`config.mk`:
```
export PLATFORM = sky130hd
export DESIGN_NAME = load_store_unit
export DESIGN_NICKNAME = d
export VERILOG_FILES = /design/src/rtl/load_store_unit_pkg.sv /design/src/rtl/load_store_unit_data_align.sv /design/src/rtl/load_store_unit.sv
export SDC_FILE = /design/constraint.sdc
export NUM_CORES = 1
export LEC_CHECK = 0
export CAP_MARGIN = 30
export CORE_ASPECT_RATIO = 0.6
export CORE_UTILIZATION = 35
export CTS_CLUSTER_DIAMETER = 60
export DETAILED_ROUTE_END_ITERATION = 6
export SLEW_MARGIN = 15
export SYNTH_ARGS = -nofsm -noshare
export SYNTH_HDL_FRONTEND = slang
export SYNTH_SLANG_ARGS = --single-unit
```
`constraint.sdc`:
```
create_clock -name clk -period 7.25 [get_ports clk]
set_input_delay 1.45 -clock clk [delete_from_list [all_inputs] [get_ports clk]]
set_output_delay 1.45 -clock clk [all_outputs]
set_load 0.01 [all_outputs]
```
`src/rtl/load_store_unit_pkg.sv`:
```
// Shared definitions for the load/store unit: access sizes, FSM states and size helpers.
package load_store_unit_pkg;

  localparam logic [1:0] SIZE_BYTE = 2'b00;
  localparam logic [1:0] SIZE_HALF = 2'b01;
  localparam logic [1:0] SIZE_WORD = 2'b10;
  localparam logic [1:0] SIZE_ILL  = 2'b11;

  typedef enum logic [1:0] {
    ST_IDLE    = 2'b00,
    ST_STROBE  = 2'b01,
    ST_RELEASE = 2'b10,
    ST_RESP    = 2'b11
  } lsu_state_e;

  // Offset of the last byte of an access (nbytes-1); the illegal size maps to 0.
  function automatic logic [1:0] size_last_idx(input logic [1:0] size);
    logic [1:0] idx;
    case (size)
      SIZE_BYTE: idx = 2'd0;
      SIZE_HALF: idx = 2'd1;
      SIZE_WORD: idx = 2'd3;
      default:   idx = 2'd0;
    endcase
    return idx;
  endfunction

  // True when the address is not a multiple of the access size.
  function automatic logic is_misaligned(input logic [1:0] size, input logic [1:0] addr_lo);
    logic mis;
    case (size)
      SIZE_HALF: mis = addr_lo[0];
      SIZE_WORD: mis = (addr_lo != 2'b00);
      default:   mis = 1'b0;
    endcase
    return mis;
  endfunction

endpackage

```
`src/rtl/load_store_unit_data_align.sv`:
```
// Data path helpers for the load/store unit: big-endian byte-lane selection for
// split store beats and final sign/zero extension of an assembled split load.
module lsu_data_align
  import load_store_unit_pkg::*;
(
  input  logic [31:0] i_wdata,
  input  logic [1:0]  i_size,
  input  logic        i_split,
  input  logic [1:0]  i_beat,
  input  logic [31:0] i_acc,
  input  logic        i_signed,
  output logic [31:0] o_beat_wdata,
  output logic [31:0] o_ext_data
);

  logic [1:0] w_lane;

  // Store beat data: the full word when aligned, otherwise the byte for this beat
  // (beat 0 carries the most-significant byte of the access).
  always_comb begin
    w_lane       = size_last_idx(i_size) - i_beat;
    o_beat_wdata = 32'h0000_0000;
    if (i_split) begin
      case (w_lane)
        2'd0:    o_beat_wdata = {24'h00_0000, i_wdata[7:0]};
        2'd1:    o_beat_wdata = {24'h00_0000, i_wdata[15:8]};
        2'd2:    o_beat_wdata = {24'h00_0000, i_wdata[23:16]};
        2'd3:    o_beat_wdata = {24'h00_0000, i_wdata[31:24]};
        default: o_beat_wdata = 32'h0000_0000;
      endcase
    end else begin
      o_beat_wdata = i_wdata;
    end
  end

  // Extension of the assembled bytes; a word is returned unchanged.
  always_comb begin
    o_ext_data = 32'h0000_0000;
    case (i_size)
      SIZE_BYTE: o_ext_data = {{24{i_signed & i_acc[7]}}, i_acc[7:0]};
      SIZE_HALF: o_ext_data = {{16{i_signed & i_acc[15]}}, i_acc[15:0]};
      SIZE_WORD: o_ext_data = i_acc;
      default:   o_ext_data = 32'h0000_0000;
    endcase
  end

endmodule

```
`src/rtl/load_store_unit.sv`:
```
// Load/store unit: accepts one request at a time from the MEM stage, range-checks it,
// drives the big-endian data memory with one strobe per beat (splitting misaligned
// accesses into byte beats when enabled) and returns a single-cycle response.
module load_store_unit
  import load_store_unit_pkg::*;
#(
  parameter int ADDR_W           = 9,
  parameter bit SPLIT_MISALIGNED = 1'b1
) (
  input  logic              clk,
  input  logic              rst_n,
  input  logic              req_valid,
  output logic              req_ready,
  input  logic              req_we,
  input  logic [1:0]        req_size,
  input  logic              req_signed,
  input  logic [ADDR_W-1:0] req_addr,
  input  logic [31:0]       req_wdata,
  output logic              resp_valid,
  output logic              resp_err,
  output logic [31:0]       resp_rdata,
  output logic              mem_enable,
  output logic              mem_rw,
  output logic              mem_signext,
  output logic [1:0]        mem_size,
  output logic [ADDR_W-1:0] mem_addr,
  output logic [31:0]       mem_wdata,
  input  logic [31:0]       mem_rdata
);

  // FSM, beat counter and assembly register
  lsu_state_e        r_state;
  lsu_state_e        w_state_nxt;
  logic [1:0]        r_beat;
  logic [1:0]        w_beat_nxt;
  logic [31:0]       r_acc;
  logic [31:0]       w_acc_nxt;
  logic              w_last_beat;

  // Latched request
  logic              r_we;
  logic              r_signed;
  logic              r_split;
  logic [1:0]        r_size;
  logic [ADDR_W-1:0] r_addr;
  logic [31:0]       r_wdata;

  // Request view used for beat setup: live inputs while idle, latched copy otherwise
  logic              w_accept;
  logic              w_cur_we;
  logic              w_cur_signed;
  logic              w_cur_split;
  logic [1:0]        w_cur_size;
  logic [ADDR_W-1:0] w_cur_addr;
  logic [31:0]       w_cur_wdata;

  // Request decode
  logic [ADDR_W:0]   w_req_end;
  logic              w_req_mis;
  logic              w_req_err;

  // Beat and response data
  logic [ADDR_W-1:0] w_beat_addr;
  logic [31:0]       w_beat_wdata;
  logic [31:0]       w_ext_data;
  logic [31:0]       w_resp_rdata;

  // Registered outputs
  logic              r_req_ready;
  logic              r_resp_valid;
  logic              r_resp_err;
  logic [31:0]       r_resp_rdata;
  logic              r_mem_enable;
  logic              r_mem_rw;
  logic              r_mem_signext;
  logic [1:0]        r_mem_size;
  logic [ADDR_W-1:0] r_mem_addr;
  logic [31:0]       r_mem_wdata;

  assign w_accept = req_valid && (r_state == ST_IDLE);

  // Decode the live request so an error can go straight to RESP in the accept cycle.
  always_comb begin
    w_req_end = {1'b0, req_addr} + {{(ADDR_W-1){1'b0}}, size_last_idx(req_size)};
    w_req_mis = is_misaligned(req_size, req_addr[1:0]);
    w_req_err = (req_size == SIZE_ILL)
             || (w_req_end > {1'b0, {ADDR_W{1'b1}}})
             || (w_req_mis && !SPLIT_MISALIGNED);
  end

  // Select live or latched request fields for setting up the next beat.
  always_comb begin
    if (r_state == ST_IDLE) begin
      w_cur_we     = req_we;
      w_cur_signed = req_signed;
      w_cur_split  = w_req_mis && SPLIT_MISALIGNED;
      w_cur_size   = req_size;
      w_cur_addr   = req_addr;
      w_cur_wdata  = req_wdata;
    end else begin
      w_cur_we     = r_we;
      w_cur_signed = r_signed;
      w_cur_split  = r_split;
      w_cur_size   = r_size;
      w_cur_addr   = r_addr;
      w_cur_wdata  = r_wdata;
    end
  end

  // Next-state and beat-counter logic.
  always_comb begin
    w_state_nxt = r_state;
    w_beat_nxt  = r_beat;
    w_last_beat = !r_split || (r_beat == size_last_idx(r_size));
    case (r_state)
      ST_IDLE: begin
        w_beat_nxt = 2'd0;
        if (req_valid) begin
          if (w_req_err) begin
            w_state_nxt = ST_RESP;
          end else begin
            w_state_nxt = ST_STROBE;
          end
        end else begin
          w_state_nxt = ST_IDLE;
        end
      end
      ST_STROBE: begin
        w_state_nxt = ST_RELEASE;
      end
      ST_RELEASE: begin
        if (w_last_beat) begin
          w_state_nxt = ST_RESP;
        end else begin
          w_state_nxt = ST_STROBE;
          w_beat_nxt  = r_beat + 2'd1;
        end
      end
      ST_RESP: begin
        w_state_nxt = ST_IDLE;
      end
      default: begin
        w_state_nxt = ST_IDLE;
        w_beat_nxt  = 2'd0;
      end
    endcase
  end

  // Assembly register: cleared on accept, loaded from memory data in RELEASE of a load.
  always_comb begin
    w_acc_nxt = r_acc;
    if ((r_state == ST_RELEASE) && !r_we) begin
      if (r_split) begin
        w_acc_nxt = {r_acc[23:0], mem_rdata[7:0]};
      end else begin
        w_acc_nxt = mem_rdata;
      end
    end else if (w_accept) begin
      w_acc_nxt = 32'h0000_0000;
    end else begin
      w_acc_nxt = r_acc;
    end
  end

  // Beat address: base address plus beat index (range already checked, no wrap).
  assign w_beat_addr = w_cur_addr + {{(ADDR_W-2){1'b0}}, w_beat_nxt};

  lsu_data_align u_align (
    .i_wdata      (w_cur_wdata),
    .i_size       (w_cur_size),
    .i_split      (w_cur_split),
    .i_beat       (w_beat_nxt),
    .i_acc        (w_acc_nxt),
    .i_signed     (w_cur_signed),
    .o_beat_wdata (w_beat_wdata),
    .o_ext_data   (w_ext_data)
  );

  // Load result for the response: aligned loads were extended by the memory itself.
  always_comb begin
    w_resp_rdata = 32'h0000_0000;
    if ((r_state == ST_RELEASE) && !r_we) begin
      if (r_split) begin
        w_resp_rdata = w_ext_data;
      end else begin
        w_resp_rdata = w_acc_nxt;
      end
    end else begin
      w_resp_rdata = 32'h0000_0000;
    end
  end

  // State, beat counter and assembly register.
  always_ff @(posedge clk or negedge rst_n) begin
    if (!rst_n) begin
      r_state <= ST_IDLE;
      r_beat  <= 2'd0;
      r_acc   <= 32'h0000_0000;
    end else begin
      r_state <= w_state_nxt;
      r_beat  <= w_beat_nxt;
      r_acc   <= w_acc_nxt;
    end
  end

  // Latch the request fields in the accept cycle.
  always_ff @(posedge clk or negedge rst_n) begin
    if (!rst_n) begin
      r_we     <= 1'b0;
      r_signed <= 1'b0;
      r_split  <= 1'b0;
      r_size   <= SIZE_BYTE;
      r_addr   <= {ADDR_W{1'b0}};
      r_wdata  <= 32'h0000_0000;
    end else if (w_accept) begin
      r_we     <= req_we;
      r_signed <= req_signed;
      r_split  <= w_req_mis && SPLIT_MISALIGNED;
      r_size   <= req_size;
      r_addr   <= req_addr;
      r_wdata  <= req_wdata;
    end else begin
      r_we     <= r_we;
      r_signed <= r_signed;
      r_split  <= r_split;
      r_size   <= r_size;
      r_addr   <= r_addr;
      r_wdata  <= r_wdata;
    end
  end

  // Memory port: fields are loaded together with the strobe rising and held afterwards.
  always_ff @(posedge clk or negedge rst_n) begin
    if (!rst_n) begin
      r_mem_enable  <= 1'b0;
      r_mem_rw      <= 1'b0;
      r_mem_signext <= 1'b0;
      r_mem_size    <= SIZE_BYTE;
      r_mem_addr    <= {ADDR_W{1'b0}};
      r_mem_wdata   <= 32'h0000_0000;
    end else begin
      r_mem_enable <= (w_state_nxt == ST_STROBE);
      if (w_state_nxt == ST_STROBE) begin
        r_mem_rw      <= w_cur_we;
        r_mem_signext <= w_cur_split ? 1'b0 : w_cur_signed;
        r_mem_size    <= w_cur_split ? SIZE_BYTE : w_cur_size;
        r_mem_addr    <= w_beat_addr;
        r_mem_wdata   <= w_beat_wdata;
      end else begin
        r_mem_rw      <= r_mem_rw;
        r_mem_signext <= r_mem_signext;
        r_mem_size    <= r_mem_size;
        r_mem_addr    <= r_mem_addr;
        r_mem_wdata   <= r_mem_wdata;
      end
    end
  end

  // Pipeline-side handshake and response pulse; only an error enters RESP from IDLE.
  always_ff @(posedge clk or negedge rst_n) begin
    if (!rst_n) begin
      r_req_ready  <= 1'b1;
      r_resp_valid <= 1'b0;
      r_resp_err   <= 1'b0;
      r_resp_rdata <= 32'h0000_0000;
    end else begin
      r_req_ready  <= (w_state_nxt == ST_IDLE);
      r_resp_valid <= (w_state_nxt == ST_RESP);
      r_resp_err   <= (w_state_nxt == ST_RESP) && (r_state == ST_IDLE);
      r_resp_rdata <= (w_state_nxt == ST_RESP) ? w_resp_rdata : 32'h0000_0000;
    end
  end

  assign req_ready   = r_req_ready;
  assign resp_valid  = r_resp_valid;
  assign resp_err    = r_resp_err;
  assign resp_rdata  = r_resp_rdata;
  assign mem_enable  = r_mem_enable;
  assign mem_rw      = r_mem_rw;
  assign mem_signext = r_mem_signext;
  assign mem_size    = r_mem_size;
  assign mem_addr    = r_mem_addr;
  assign mem_wdata   = r_mem_wdata;

endmodule

```
# --- Word-level counts from Yosys, hierarchy flattened ---
# Cells that the tools add are included.
# W data, S select, Z words.
word_totals:
  regBits: 163
  in_bits: 80
  output_inout_bits: 81
  elab_cells: 81
classes:
  addsub: 4
  order_cmp: 1
  n_eq_ne: 16
  n_mux: 27
  bitwise: 2
  n_reduce_logical: 12
ops:
  columns: ["cell", "n"]
  rows:
  - ["$mux W32", 8]
  - ["$pmux W32 S4", 1]
  - ["$pmux W32 S3", 1]
  - ["$eq A2 B2 Y1 const B", 9]
  - ["$pmux W2 S2", 4]
  - ["$eq A2 B1 Y1 const B", 6]
  - ["$mux W2", 6]
  - ["$add A9 B2 Y10", 1]
  - ["$gt A10 B9 Y1 const B", 1]
  - ["$add A9 B2 Y9", 1]
  - ["$mux W9", 1]
  - ["$logic_not A2 Y1", 4]
  - ["$pmux W2 S4", 1]
  - ["$mux W1", 4]
  - ["$logic_and A1 B1 Y1", 3]
  - ["$add A2 B1 Y2 const B", 1]
  - ["$and A1 B1 Y1", 2]
  - ["$eq A2 B2 Y1", 1]
  - ["$logic_not A1 Y1", 2]
  - ["$logic_or A1 B1 Y1", 2]
  - ["$pmux W1 S2", 1]
  - ["$reduce_bool A2 Y1", 1]
  - ["$sub A2 B2 Y2", 1]

# --- Logic depth before layout (Yosys ltp) ---
# Gate-level depths: netlist of the first run.
depth:
  ltp_word: 10
  mapped_depth: 15
  mapped_depth_nobuf: 13

# --- Cells and area by module ---
# Synthesis of the first run repeated with hierarchy kept, for this count alone.
hier_totals:
  cells_unflattened: 822
  area_unflattened_um2: 8608.3
by_module_without_submodules:
  columns: ["module", "instances", "cells_each", "area_per_inst_um2"]
  rows:
  - ["load_store_unit", 1, 674, 7688.6]
  - ["lsu_data_align", 1, 148, 919.6]

# --- Worst setup path before layout of the first run ---
# No wires, ideal clock.
synth_timing:
  kind: "input port to flip-flop"
  from: "input req_size[1]"
  to: "register r_mem_wdata[0], in the netlist mem_wdata[0]"
  setup_time_ns: 0.121
  arrival_time_ns: 3.529
  required_ns: 7.129
  setup_slack_ns: 3.600
  cell_stages: 11
  path_buffers: 1
  path_cell_list: "mux2i_1 > inv_1 > ha_1 > ha_1 > xnor2_2 > or3_4 > o21ai_1 > a22o_2 > buf_4 > a31oi_1 > a22o_1"
synth_via:
  elab_chain_cells: 9
  word_cells_on_any_way: 24
  classes_between: "add/sub: 2; order compare: 1; eq/ne: 9; mux: 10; reduce/logical: 2"
synth_lines:
  columns: ["element", "line", "rtl"]
  rows:
  - ["start: declaration", "load_store_unit.sv:15", "input logic [1:0] req_size,"]
  - ["$eq A2 B2 Y1 / $eq A2 B1 Y1 (equally long branches)", "load_store_unit_pkg.sv:19, load_store_unit_pkg.sv:31", null]
  - ["$pmux W2 S2", "load_store_unit_pkg.sv:19", "case (size)"]
  - ["$add A9 B2 Y10", "load_store_unit.sv:84", "w_req_end = {1'b0, req_addr} + {{(ADDR_W-1){1'b0}}, size_last_idx(req_size)};"]
  - ["$gt A10 B9 Y1", "load_store_unit.sv:87", "|| (w_req_end > {1'b0, {ADDR_W{1'b1}}})"]
  - ["$logic_or A1 B1 Y1", "load_store_unit.sv:87", null]
  - ["$mux W2", "load_store_unit.sv:119", "if (w_req_err) begin"]
  - ["$mux W2", "load_store_unit.sv:118", "if (req_valid) begin"]
  - ["$pmux W2 S4", "load_store_unit.sv:115", "case (r_state)"]
  - ["$eq A2 B1 Y1", "load_store_unit.sv:243", "if (w_state_nxt == ST_STROBE) begin"]
  - ["end signal: assignment", "load_store_unit.sv:248", "r_mem_wdata <= w_beat_wdata;"]
  - ["end signal: assignment", "load_store_unit.sv:254", "r_mem_wdata <= r_mem_wdata;"]
  - ["end: declaration", "load_store_unit.sv:78", "logic [31:0] r_mem_wdata;"]
# Parallel ways exist; a longest one is shown, timed or not. The select of a mux whose other input is x is not followed.
# A chain may end at the register's enable or synchronous reset.

# --- Final worst setup path of the first run ---
layout_timing:
  from: "input req_size[0]"
  to: "register r_mem_wdata[1], in the netlist mem_wdata[1]"
layout_via:
  elab_chain_cells: 9
  word_cells_on_any_way: 24
  classes_between: "add/sub: 2; order compare: 1; eq/ne: 9; mux: 10; reduce/logical: 2"
layout_lines:
  columns: ["element", "line", "rtl"]
  rows:
  - ["$eq A2 B2 Y1 / $eq A2 B1 Y1 (equally long branches)", "load_store_unit_pkg.sv:19", null]
  - ["$pmux W2 S2", "load_store_unit_pkg.sv:19", null]
  - ["$add A9 B2 Y10", "load_store_unit.sv:84", null]
  - ["$gt A10 B9 Y1", "load_store_unit.sv:87", null]
  - ["$logic_or A1 B1 Y1 *", "load_store_unit.sv:87", null]
  - ["$mux W2 *", "load_store_unit.sv:119", null]
  - ["$mux W2 *", "load_store_unit.sv:118", null]
  - ["$pmux W2 S4 *", "load_store_unit.sv:115", null]
  - ["net w_state_nxt[1]", "load_store_unit.sv:33", "lsu_state_e w_state_nxt;"]
  - ["$eq A2 B1 Y1 *", "load_store_unit.sv:243", null]
# Mark *: on every way through the listed nets, which the timed path passes. The rest lies on a longest branch. The select of a mux whose other input is x is not followed.

==> results of run 1 <==
-- state kept, by name, indices dropped and copies added, names as in the netlist, 2 cells and up --
name        flops
mem_addr        9
r_beat          2
r_acc          32
mem_wdata      32
r_state         2
mem_size        2
r_size          2
resp_rdata     32
r_wdata        32
r_addr          9
-- worst min path at each step --
stage                               end  slack (ns)  depth (start not counted)
2_1_floorplan       r_acc[24]$_DFF_PN0_        0.46                          2
3_3_place_gp    mem_addr[2]$_DFFE_PN0N_        0.47                          2
3_5_place_dp   mem_wdata[9]$_DFFE_PN0N_        0.47                          2
4_1_cts         mem_addr[3]$_DFFE_PN0N_        0.49                          2
5_1_grt              mem_rw$_DFFE_PN0N_        0.51                          2
6_report       mem_wdata[9]$_DFFE_PN0N_        0.48                          2
-- worst register-to-register path: cells and delay by family, from the launching register on --
kind                   cells  cell delay, ns
DFF                        1            0.51
and+or+nand+nor            4            1.30
AOI/OAI and AO/OA          3            0.59
buffers and inverters      3            1.35
-- power groups by stage --
stage               registers [mW]  clock network, mW  logic (mW)
finish                        1.51              0.906        2.26
global placement              1.52                  0        2.22
floorplan                     1.51                  0        1.48
global route                  1.56              0.974        2.50
detailed placement            1.52                  0        2.26
CTS                           1.51              0.931        2.27
-- cell usage after synthesis (all sizes together) (2+ instances only) --
master,instances
xnor2,6
and3,9
o21a,3
buf,27
nor2,9
o31ai,27
nor2b,7
and2,2
nor3b,2
a31o,3
nand2,134
o21ai,54
a31oi,11
xor2,7
nor3,5
inv,11
a21o,2
mux2,46
nand3b,2
a211oi,3
nand3,17
dfrtp,162
a221o,5
nand4,2
a21oi,29
ha,14
or2,4
a22o,15
clkbuf,18
mux2i,61
-- routing by layer --
layer  vias up  global-route usage (%)  part of all wire, %
met4         0                   4.167                 0.65
met5         -                       0                    0
met2       185                   24.55                   38
met3        11                   6.581                  7.7
li1       2788                       -                    -
met1      2835                   32.89                   54
-- through the flow --
step | cells | total power [mW]
floorplan | 707 | 2.990
global placement | 1108 | 3.734
detailed placement | 1109 | 3.776
CTS | 1141 | 4.706
global route | 1144 | 5.031
finish | 1144 | 4.676
-- cell families after synthesis --
group | synth area share [%]
simple gates | 11.30
mux | 14.81
fa+ha+maj | 2.544
buf+inv | 3.653
xor+xnor | 1.582
compound gates | 12.93
flops | 53.18
-- final cells by class --
class / instances / area, µm²
Inverter: 11 / 41.29
Fill cell: 1980 / 11140
Clock buffer: 18 / 429.2
Timing Repair Buffer: 171 / 1723
Clock inverter: 14 / 153.9
Sequential cell: 163 / 4080
Multi-Input combinational cell: 488 / 3321
Tap cell: 279 / 349.1
==> flow_metrics.py, run 1 <==
metrics = {
    "outcome": {
        "outcome": "finished, violations left",
        "violations": "DRC",
    },
    "sta": {
        "post-route-period-util_pct": 61.42,
        "grt_setup_unrepaired": "no",
        "fmax_ghz": 0.2246,
        "slew_violations": 0,
        "setup_viol": 0,
        "worst_pin_slew_ns": 0.8617,
        "hold_slack_ns": 0.4820,
        "max_slew_margin_pct": 42.42,
        "setup_ws_ns": 2.797,
        "tns_ns": 0,
        "fin_crit_ns": 4.453,
        "hold_viol": 0,
        "clock_skew_ns": 0.01140,
    },
    "worst_setup_path": {
        "endpoint": "mem_wdata[1]$_DFFE_PN0N_",
        "cp_num_cells": 13,
        "cpPeakStageDelay_ns": 0.57,
        "start_kind": "input pin",
        "endpoint_kind": "flop",
        "cp_slowest_cell": "clkdlybuf4s50_1",
        "cp-startpoint": "req_size[0]",
        "worstRegToRegCells": 10,
        "crit_type": "input pin to flop",
        "critPathRequiredTime_ns": 7.57,
        "reg2reg_to": "resp_rdata[27]$_DFF_PN0_",
        "path_buf_inv": 4,
        "cp_max_fo": 55,
        "crit_arrival_ns": 4.77,
        "path_delay_family": "buffers and inverters",
        "r2r_start": "r_state[0]$_DFF_PN0_",
        "path_cells": "clkdlybuf4s50_1 > inv_1 > ha_1 > inv_1 > ha_1 > a21oi_1 > nor4_1 > o21a_1 > a21o_1 > or2_2 > buf_4 > a31oi_1 > a22o_1",
        "r2r_slack_ns": 3.33,
    },
    "clock_tree": {
        "clock_sinks": 163,
        "cts_inserted_buffers": 17,
        "cts_max_level": 4,
        "cts_setup_buffers": 0,
        "cts_hold_buf": 0,
        "clock_path_buffers": 2,
        "ctsResizeCount": 0,
        "root_buffer": "clkbuf_16",
        "cts_tree": "done",
        "path_clk_slew_ns": 0.06,
        "clk-insertion-delay-late_ns": 0.43,
    },
    "detailed_routing": {
        "ant_nets": 0,
        "wire_per_inst_um": 19.01,
        "routed_wl_um": 21750,
        "post_drt_via_cell_ratio": 5.087,
        "drt_iter0_drc": 452,
        "vias": 5819,
        "drc_errors": 11,
        "first_pass_iters": 7,
    },
    "placement": {
        "place_hpwl_um": 15500,
        "io_buffer_count": 160,
        "place_area_mm2": 0.009474,
        "dpl_worst_slack_ns": 2.274,
        "gp_congestion": 0.8036,
    },
    "cells_and_area": {
        "final_nets": 947,
        "postLayoutCoreUtil_pct": 47.54,
        "antennaDiodeCount": 0,
        "layout_commonest_cell": "dfrtp_1",
        "final_area_mm2": 0.01010,
        "layout-drive-gt1-share_pct": 12.02,
        "layout_common_cells": "dfrtp_1, clkdlybuf4s50_1, nand2_1",
        "synthToLayoutAreaGrowth_pct": 31.60,
    },
    "global_routing": {
        "grt.overflow.total": 0,
        "grt.total_usage_pct": 20.15,
        "grt_pass1_vias": 5507,
        "grt_max_degree": 104,
        "antenna_found_initial": 0,
        "grt_first_pass_wirelength_um": 33140,
    },
    "logic_synthesis": {
        "ys_warn_count": 0,
        "synthArstFlopShare_pct": 100.0,
        "yosys.area.top_type": "dfrtp_1",
        "netlist_instances": 707,
        "yosysTopAreaCellShare_pct": 52.84,
        "synth_fp_nets": 802,
        "synth_ff_type": "dfrtp_1",
        "synth_area_leaders": "dfrtp_1, mux2i_1, nand2_1",
        "synth.distinct_cells": 53,
        "ys_ff_latch": 163,
        "yosysSeqAreaShare_pct": 53.18,
        "avgSynthCellArea_um2": 10.85,
        "synth-edff-count": 0,
        "syn_area_mm2": 0.007672,
    },
    "power": {
        "powerDensity_mw_per_mm2": 463.1,
        "switching_share_pct": 40.34,
        "p_comb_share_pct": 48.4,
        "p_seq_share_pct": 32.2,
        "p_switching_mw": 1.886,
        "pwr-share-clk_pct": 19.4,
        "intPower_mw": 2.790,
        "leakage_nw": 4.373,
        "ir_drop_mv": 0.2114,
    },
    "floorplan": {
        "dieArea_mm2": 0.02254,
        "ioPinCount": 161,
        "core_area_mm2": 0.02124,
        "dieHeight_um": 116.7,
        "initial_utilization_pct": 36.13,
        "die_x_um": 193.1,
        "row_count": 41,
    },
    "worst_hold_path": {
        "hold_path_startpoint": "mem_wdata[9]$_DFFE_PN0N_",
        "hp-class": "flop to flop",
    },
    "flow_run": {
        "drv_cap": 0,
    },
}
Power figures use the tool's default switching activity.
==> run 2: changes to the inputs <==
- clock period: 7.25 -> 3.6 ns (I/O delays scaled with it)
==> flow_metrics.py, run 2 (same netlist as run 1, synthesis figures left out) <==
metrics = {
    "outcome": {
        "outcome": "finished, violations left",
        "violations": "DRC",
    },
    "cells_and_area": {
        "layout_common_cells": "dfrtp_1, clkdlybuf4s50_1, nand2_1",
        "multiInputGateArea_mm2": 0.003326,
        "final_area_mm2": 0.01019,
        "synthToLayoutAreaGrowth_pct": 32.81,
        "postLayoutCoreUtil_pct": 47.98,
        "layout-drive-gt1-share_pct": 13.16,
        "fill_cells": 1963,
        "antennaDiodeCount": 0,
        "final_nets": 956,
        "finalNonFillerCells": 1153,
        "seqCellArea_mm2": 0.004080,
        "layout_commonest_cell": "dfrtp_1",
    },
    "detailed_routing": {
        "post_drt_via_cell_ratio": 5.165,
        "routed_wl_um": 22300,
        "drc_errors": 11,
        "wire_per_inst_um": 19.34,
        "ant_nets": 0,
        "drt_iter0_drc": 401,
        "vias": 5955,
        "first_pass_iters": 7,
    },
    "global_routing": {
        "antenna_found_initial": 0,
        "grt_first_pass_wirelength_um": 33850,
        "grt.total_usage_pct": 20.45,
        "grt.overflow.total": 0,
        "grt_pass1_vias": 5581,
        "grt_max_degree": 90,
    },
    "worst_setup_path": {
        "critPathRequiredTime_ns": 3.91,
        "cpPeakStageDelay_ns": 0.42,
        "worstRegToRegCells": 13,
        "crit_arrival_ns": 3.64,
        "cp_slowest_cell": "dfrtp_1",
        "r2r_slack_ns": 0.28,
        "cp-startpoint": "r_size[1]$_DFFE_PN0P_",
        "endpoint_kind": "flop",
        "reg2reg_to": "mem_wdata[3]$_DFFE_PN0N_",
        "crit_top_cell": "ha_1",
        "r2r_start": "r_size[1]$_DFFE_PN0P_",
        "cp_max_fo": 13,
        "crit_type": "flop to flop",
        "endpoint": "mem_wdata[3]$_DFFE_PN0N_",
        "path_cells": "ha_1 > xnor2_1 > o21ai_0 > xor2_1 > nor2_2 > ha_1 > xnor2_2 > or3_4 > o21ai_1 > a22o_2 > buf_4 > a31oi_1 > a22o_1",
        "start_kind": "flop",
    },
    "sta": {
        "slew_violations": 0,
        "tns_ns": 0,
        "setup_ws_ns": 0.2785,
        "post-route-period-util_pct": 92.26,
        "clock_skew_ns": 0.009548,
        "max_slew_margin_pct": 39.40,
        "setup_viol": 0,
        "hold_viol": 0,
        "hold_slack_ns": 0.3001,
        "fmax_ghz": 0.3011,
        "grt_setup_unrepaired": "no",
        "fin_crit_ns": 3.322,
        "worst_pin_slew_ns": 0.9069,
    },
    "power": {
        "leakage_nw": 4.430,
        "ir_drop_mv": 0.5082,
        "powerDensity_mw_per_mm2": 950.6,
        "pwr-share-clk_pct": 19.4,
        "p_comb_share_pct": 49.3,
        "switching_share_pct": 40.17,
        "p_seq_share_pct": 31.4,
        "finalPower_mw": 9.686,
        "intPower_mw": 5.795,
        "p_switching_mw": 3.891,
    },
    "clock_tree": {
        "clock_path_buffers": 2,
        "clk-insertion-delay-late_ns": 0.43,
        "clock_sinks": 163,
        "root_buffer": "clkbuf_16",
        "cts_tree": "done",
        "cts_max_level": 4,
        "cts_setup_buffers": 0,
        "path_clk_slew_ns": 0.07,
        "cts_inserted_buffers": 17,
    },
    "placement": {
        "io_buffer_count": 160,
        "dp.cells": 1121,
        "place_hpwl_um": 15940,
        "place_area_mm2": 0.009582,
        "gp_congestion": 0.8795,
        "dpl_worst_slack_ns": 0.02545,
    },
    "worst_hold_path": {
        "hp-class": "input pin to asynchronous set/reset pin",
    },
    "floorplan": {
        "ioPinCount": 161,
        "initial_utilization_pct": 36.13,
        "dieHeight_um": 116.7,
        "row_count": 41,
        "dieArea_mm2": 0.02254,
        "die_x_um": 193.1,
        "core_area_mm2": 0.02124,
    },
    "flow_run": {
        "drv_cap": 0,
    },
}
## run 2: cell types whose count changed in the layout (fill, tap and decap cells not counted), moves of 2 or more
cell	delta
clkinv_2	+2
buf_4	+9
nor2_1	-2
buf_16	-2
buf_12	+3
inv_6	-4
nor2_2	+2
## run 2: per-layer routing
| layer | vias up | global-route usage, % | share of wire [%] |
|---|---|---|---|
| li1 | 2809 | - | - |
| met3 | 18 | 5.709 | 7.4 |
| met2 | 181 | 23.52 | 36 |
| met1 | 2947 | 34.75 | 55 |
| met5 | - | 0 | 0 |
| met4 | 0 | 5.260 | 0.79 |
## run 2: final cells by class
type / instances / share of cell area (%)
clock buffers: 19 / 4.347
flip-flops and latches: 163 / 40.04
clock inverters: 13 / 1.572
multi-input cells: 488 / 32.64
inverters: 11 / 0.4052
well taps: 279 / 3.426
repair buffers: 180 / 17.57
## run 2: repair_timing
action                     CTS  global route
setup endpoints to repair    0             2
gates resized for setup      0             2
hold buffers                 0             0
## run 2: worst min-delay path by stage
stage                                         start                        end  slack, ns  depth (start not counted)
after global routing                          rst_n   resp_rdata[27]$_DFF_PN0_       0.33                          1
after CTS                                     rst_n    resp_rdata[1]$_DFF_PN0_       0.31                          1
after global placement    mem_wdata[24]$_DFFE_PN0N_  mem_wdata[24]$_DFFE_PN0N_       0.47                          2
after detailed placement  mem_wdata[12]$_DFFE_PN0N_  mem_wdata[12]$_DFFE_PN0N_       0.47                          2
final                                         rst_n   resp_rdata[27]$_DFF_PN0_       0.30                          1
after floorplan                               rst_n    mem_addr[0]$_DFFE_PN0N_       0.42                          0
## run 2: power by group through the flow
stage               clock (mW)  combinational, mW  sequential (mW)
floorplan                    0               2.99             3.04
global placement             0               4.68             3.06
detailed placement           0               4.72             3.06
CTS                       1.92               4.75             3.04
global route              2.00               5.20             3.13
finish                    1.87               4.77             3.04
## run 2: critical path: cells and delay by family, from the launching register on
kind,cells,cell delay [ns]
flops,1,0.42
xor+xnor,3,0.40
simple gates,2,0.61
fa+ha+maj,2,0.60
compound gates,5,0.98
buf+inv,1,0.19
==> run 3: changes to the inputs <==
- SLEW_MARGIN: 15 -> 30
==> results of run 3 <==
The final DEF is identical to that of run 2; final timing and power are the same.
